==> src/rtl/axi_dma_tile_sched.sv <==
// rtl/axi_dma_tile_sched.sv - multi-tile job sequencer for axi_dma command ports
// Optional watchdog and ERR state: `define TILE_SCHED_TIMEOUT_EN
module axi_dma_tile_sched #(
  parameter int ADDR_WIDTH     = 64,
  parameter int TILE_CNT_W     = 16,
  parameter int IDLE_GUARD     = 4,
  parameter int TIMEOUT_CYCLES = 1_000_000
) (
  input  logic                  clk,
  input  logic                  rstn,
  input  logic                  start,
  input  logic [TILE_CNT_W-1:0] num_tiles,
  input  logic [ADDR_WIDTH-1:0] rd_base,
  input  logic [ADDR_WIDTH-1:0] wr_base,
  input  logic [ADDR_WIDTH-1:0] rd_stride,
  input  logic [ADDR_WIDTH-1:0] wr_stride,
  input  logic [31:0]           tile_rd_len,
  input  logic [31:0]           tile_wr_len,
  output logic [ADDR_WIDTH-1:0] axi_read_start_addr,
  output logic [ADDR_WIDTH-1:0] axi_write_start_addr,
  output logic [31:0]           axi_read_length,
  output logic [31:0]           axi_write_length,
  output logic                  init_read,
  output logic                  init_write,
  input  logic                  axi_read_start_ready,
  input  logic                  axi_write_start_ready,
  input  logic                  axi_dma_rd_idle,
  input  logic                  axi_dma_wr_idle,
  output logic                  busy,
  output logic                  done,
  output logic [TILE_CNT_W-1:0] tiles_done,
  output logic                  error
);

  localparam int GUARD_W = $clog2(IDLE_GUARD + 1);

`ifdef TILE_SCHED_TIMEOUT_EN
  typedef enum logic [2:0] {
    S_IDLE, S_ISSUE_WR, S_ISSUE_RD, S_WAIT, S_NEXT, S_FIN, S_ERR
  } state_t;
`else
  typedef enum logic [2:0] {
    S_IDLE, S_ISSUE_WR, S_ISSUE_RD, S_WAIT, S_NEXT, S_FIN
  } state_t;
`endif

  state_t                state;
  logic [TILE_CNT_W-1:0] num_tiles_q;
  logic [ADDR_WIDTH-1:0] rd_stride_q;
  logic [ADDR_WIDTH-1:0] wr_stride_q;
  logic [GUARD_W-1:0]    guard;
  logic                  wr_armed;

  // The write command is held back one cycle after entering ISSUE_WR so the
  // registered address is stable the cycle before the strobe; the strobe is
  // qualified by ready so it only ever lands in an accepting cycle.
  assign init_write = wr_armed && axi_write_start_ready && (state == S_ISSUE_WR);
  assign init_read  = (state == S_ISSUE_RD) && axi_read_start_ready;

`ifdef TILE_SCHED_TIMEOUT_EN
  localparam logic [31:0] WD_LAST = 32'(TIMEOUT_CYCLES - 1);
  logic [31:0] wd_cnt;
  logic        wd_expire;
  assign wd_expire = (state != S_IDLE) && (state != S_ERR) && (wd_cnt == WD_LAST);
`else
  assign error = 1'b0;
`endif

  always_ff @(posedge clk) begin
    if (!rstn) begin
      state                <= S_IDLE;
      num_tiles_q          <= '0;
      rd_stride_q          <= '0;
      wr_stride_q          <= '0;
      guard                <= '0;
      wr_armed             <= 1'b0;
      axi_read_start_addr  <= '0;
      axi_write_start_addr <= '0;
      axi_read_length      <= '0;
      axi_write_length     <= '0;
      busy                 <= 1'b0;
      done                 <= 1'b0;
      tiles_done           <= '0;
`ifdef TILE_SCHED_TIMEOUT_EN
      wd_cnt               <= '0;
      error                <= 1'b0;
`endif
    end else begin
      done     <= 1'b0;
      wr_armed <= (state == S_ISSUE_WR) && !init_write;
      case (state)
        S_IDLE: begin
          if (start) begin
            num_tiles_q          <= num_tiles;
            rd_stride_q          <= rd_stride;
            wr_stride_q          <= wr_stride;
            axi_read_start_addr  <= rd_base;
            axi_write_start_addr <= wr_base;
            axi_read_length      <= tile_rd_len;
            axi_write_length     <= tile_wr_len;
            tiles_done           <= '0;
            busy                 <= 1'b1;
`ifdef TILE_SCHED_TIMEOUT_EN
            error                <= 1'b0;
`endif
            state <= (num_tiles == '0) ? S_FIN : S_ISSUE_WR;
          end
        end
        S_ISSUE_WR: if (init_write) state <= S_ISSUE_RD;
        S_ISSUE_RD: begin
          if (init_read) begin
            guard <= '0;
            state <= S_WAIT;
          end
        end
        S_WAIT: begin
          // Idle flags may lag the command by a cycle or two; trust them only
          // once the guard has elapsed.
          if (guard != GUARD_W'(IDLE_GUARD)) guard <= guard + 1'b1;
          else if (axi_dma_rd_idle && axi_dma_wr_idle) state <= S_NEXT;
        end
        S_NEXT: begin
          tiles_done           <= tiles_done + 1'b1;
          axi_read_start_addr  <= axi_read_start_addr + rd_stride_q;
          axi_write_start_addr <= axi_write_start_addr + wr_stride_q;
          state <= ((tiles_done + 1'b1) == num_tiles_q) ? S_FIN : S_ISSUE_WR;
        end
        S_FIN: begin
          done  <= 1'b1;
          busy  <= 1'b0;
          state <= S_IDLE;
        end
`ifdef TILE_SCHED_TIMEOUT_EN
        S_ERR: begin
          error <= 1'b1;
          done  <= 1'b1;
          busy  <= 1'b0;
          state <= S_IDLE;
        end
`endif
        default: state <= S_IDLE;
      endcase
`ifdef TILE_SCHED_TIMEOUT_EN
      wd_cnt <= (state == S_IDLE || state == S_NEXT) ? '0 : wd_cnt + 1'b1;
      if (wd_expire) state <= S_ERR;
`endif
    end
  end

endmodule

==> config.mk <==
export PLATFORM = sky130hd
export DESIGN_NAME = axi_dma_tile_sched
export DESIGN_NICKNAME = d
export VERILOG_FILES = /design/src/rtl/axi_dma_tile_sched.sv
export SDC_FILE = /design/constraint.sdc
export NUM_CORES = 1
export LEC_CHECK = 0
export ABC_AREA = 1
export CAP_MARGIN = 10
export CORE_MARGIN = 2
export CORE_UTILIZATION = 31
export DETAILED_ROUTE_END_ITERATION = 10
export GPL_ROUTABILITY_DRIVEN = 0
export GPL_TIMING_DRIVEN = 0
export PLACE_DENSITY = 0.61
export SKIP_LAST_GASP = 1
export SLEW_MARGIN = 20
export SYNTH_ARGS = -nofsm -noshare
export SYNTH_HDL_FRONTEND = slang
export SYNTH_SLANG_ARGS = --single-unit
==> constraint.sdc <==
create_clock -name clk -period 4.15 [get_ports clk]
set_clock_uncertainty 0.15 [all_clocks]
set_input_delay 0.83 -clock clk [delete_from_list [all_inputs] [get_ports clk]]
set_output_delay 0.83 -clock clk [all_outputs]
set_load 0.05 [all_outputs]
==> impl_metrics.ini <==
[placed_design]
io_buffer_count = 553
dp_hpwl_um = 97400

[route]
met1Wirelength_um = 51900
drt_iter0_markers = 2435
dr_wl_met3_um = 9560
viasPerCell = 4.83
wl_per_cell_um = 19.0
wl_um = 117000
routed.top_layer = met5
drc_errors = 0
wl_met2_um = 51200
dr.pass1.iters = 5
vias = 29800
final_antenna_net_count = 0

[timing]
fin_crit_sh_pct = 84.5
slew_viol_final = 0
final-setup-viol-count = 0
timing.final.hold_violations = 0
rsz0062_at_grt = no
slew_headroom_pct = 18.7
finalSetupTns_ns = 0
min_period_ns = 3.51
fmax_mhz = 285
tightest_slew_ns = 1.22

[clock_network]
root_buffer = clkbuf_16
cts_setup_buffers = 0
cts_buffer_depth = 3
cts.clk_slew.worst_paths_ns = 0.06
cts.repair.resized = 0
cts_buffers = 44
ctsHtreeMaxLevel = 2
cts_tree = done
clkLatencyLatePin_ns = 0.60
cts_hold_buf = 0
cts.sinks = 361

[layout]
syn2layout_area_growth_pct = 33.0
nets = 5537
drive_gt1_share_pct = 3.30
final_cell_mix = nand2_1, nor2_1, inv_1
final_common_cell = nand2_1

[synth]
synth_cells = 4464
synth-seq-area-share_pct = 28.3
synth_edf_count = 0
syn_area_um2 = 25500
ys_top_cells_by_area = dfxtp_1, nand2_1, nor2_1, inv_1, ha_1
netlist.area_leader.share_pct = 28.3
yosysWarnings = 0
yosysUniqueCellTypes = 41
synth_largest_area_cell = dfxtp_1
synth_flop_cell = dfxtp_1
synthArstFlopShare_pct = 0
syn_nets = 4938
synth_area_per_cell_um2 = 5.71
synth-seq-cells = 361

[power]
power.switching_mw = 8.23
leakagePower_nw = 16.7
seq_power_share_pct = 28.0
share_comb_of_total_power_pct = 48.4
power.total_mw = 17.6
p_per_area_nw_per_um2 = 520
switching_share_pct = 46.7
internal_power_mw = 9.41
p_clk_share_pct = 23.6
ir_worst_vdd_uv = 360

[hold_path]
min_to = num_tiles_q[0]
min_from = num_tiles_q[0]
min_path_type = register to register
hold_depth = 2

[floorplan]
die_x_um = 291
start_util_pct = 31.2
die_h_um = 291
ios = 556
core_area_um2 = 81700
row_count = 105
dieArea_um2 = 84600

[global_routing]
antenna_found_initial = 9
grt_overflow = 0
grt_pass1_vias = 28000
grt_start_max_net_pins = 13
grt_pass1_wl_um = 172000
track_usage_pct = 26.8

[setup_path]
reg2regPathDepth = 5
cp_slowest_cell = clkdlybuf4s50_1
r2r_setup_slack_ns = 0.85
end_kind = primary output
timing.rr.start = state[0]
crit_path_start_kind = register
arrival_ns = 2.53
cpPeakStageDelay_ns = 0.87
critPathMaxFanout = 5
required_ns = 3.17
critPathTopFamily = buffers and inverters
critPathBufInv = 4
reg2reg_to = axi_write_start_addr[55]
worstPathCellList = inv_1 -> nor2_1 -> inv_2 -> nor2_1 -> inv_2 -> nor2_2 -> clkdlybuf4s50_1
worstSetupPathType = register to primary output

[outcome]
status = finished clean

[job]
cap_violations = 0
## through the flow
step	instance area (um2)	setup WS (ns)	cells	hold WS, ns	util [%]
after global placement	32400	0.308	6087	0.307	39.6
final	33900	0.645	6173	0.322	41.5
after detailed placement	32400	0.512	6087	0.313	39.6
after floorplan	25500	1.65	4464	0.281	-
after CTS	33900	0.586	6167	0.322	41.5
after global routing	33900	0.485	6172	0.334	41.5
## flip-flops by register name (all words and copies together) (netlist names)
signal	flops
done	1
wr_stride_q	64
axi_write_length	32
busy	1
guard	3
tiles_done	16
state	3
axi_write_start_addr	64
num_tiles_q	16
wr_armed	1
axi_read_length	32
axi_read_start_addr	64
rd_stride_q	64
## worst max path at each step
stage	slack, ns	depth (start not counted)	end	startpoint
floorplan	1.65	2	init_write	axi_write_start_ready
global placement	0.31	5	rd_stride_q[2]	rstn
detailed placement	0.51	9	axi_read_start_addr[30]	start
CTS	0.59	7	init_read	state[1]
global route	0.48	7	init_read	state[1]
finish	0.64	7	init_read	state[1]
## synthesized netlist by cell type (2+ instances only)
cell         n
a21o_1       2
o21ai_1     57
xnor2_1      6
nand3_1    222
ha_1       129
nand3b_1    10
o21ai_0    251
a22o_1       5
and2_1       4
nand4_1     11
o211ai_1     2
a22oi_1      3
nor2_1     749
dfxtp_1    361
nor3_2       8
nor2_2       4
clkinv_1     6
inv_1      633
nor4_1       6
inv_2       15
and3_1       2
fa_1         2
clkbuf_1    85
nand2_1   1442
or2_2        3
a21oi_1    269
nor3_1      34
buf_1        4
a31oi_1     22
buf_2       56
o21bai_1    11
xor2_1      41
## worst min-delay path, delay by kind of cell (launching register included)
kind / cells / cell delay (ns)
flops: 1 / 0.31
compound gates: 1 / 0.05
buf+inv: 1 / 0.07
## power by group through the flow
stage / logic, mW / registers, mW / clock network [mW]
finish: 8.54 / 4.95 / 4.16
global route: 9.30 / 5.03 / 4.37
CTS: 8.51 / 4.94 / 4.24
detailed placement: 8.47 / 5.00 / 0
global placement: 8.42 / 4.99 / 0
floorplan: 4.04 / 6.22 / 0
## routing by layer
metal  track usage (%)  up-vias
met2              42.8     1127
met4              10.2        4
li1                  -    15100
met3              5.34      191
met5                 0        -
met1              35.6    13500
## layout make-up
class / instances / area [um2]
clock inverters: 23 / 285
clock buffers: 57 / 1240
inverters: 654 / 2450
plain buffers: 146 / 624
diodes: 6 / 15.0
repair buffers: 553 / 5540
flip-flops and latches: 361 / 7230
multi-input cells: 3303 / 15200
fillers: 8969 / 47800
well taps: 1070 / 1340
## cells by family (layout without fill, tap and decap cells)
kind of cell               Yosys count  in the layout  synth area share, %
AOI/OAI and AO/OA                  624            624                 12.6
xor gates and xnor gates            48             48                 1.70
adders and majority gates          131            131                 6.48
buffers and inverters              800           1433                 12.1
DFF                                361            361                 28.3
other                                1              7               0.0147
and+or+nand+nor                   2499           2499                 38.8
(Power assumes the default switching activity.)
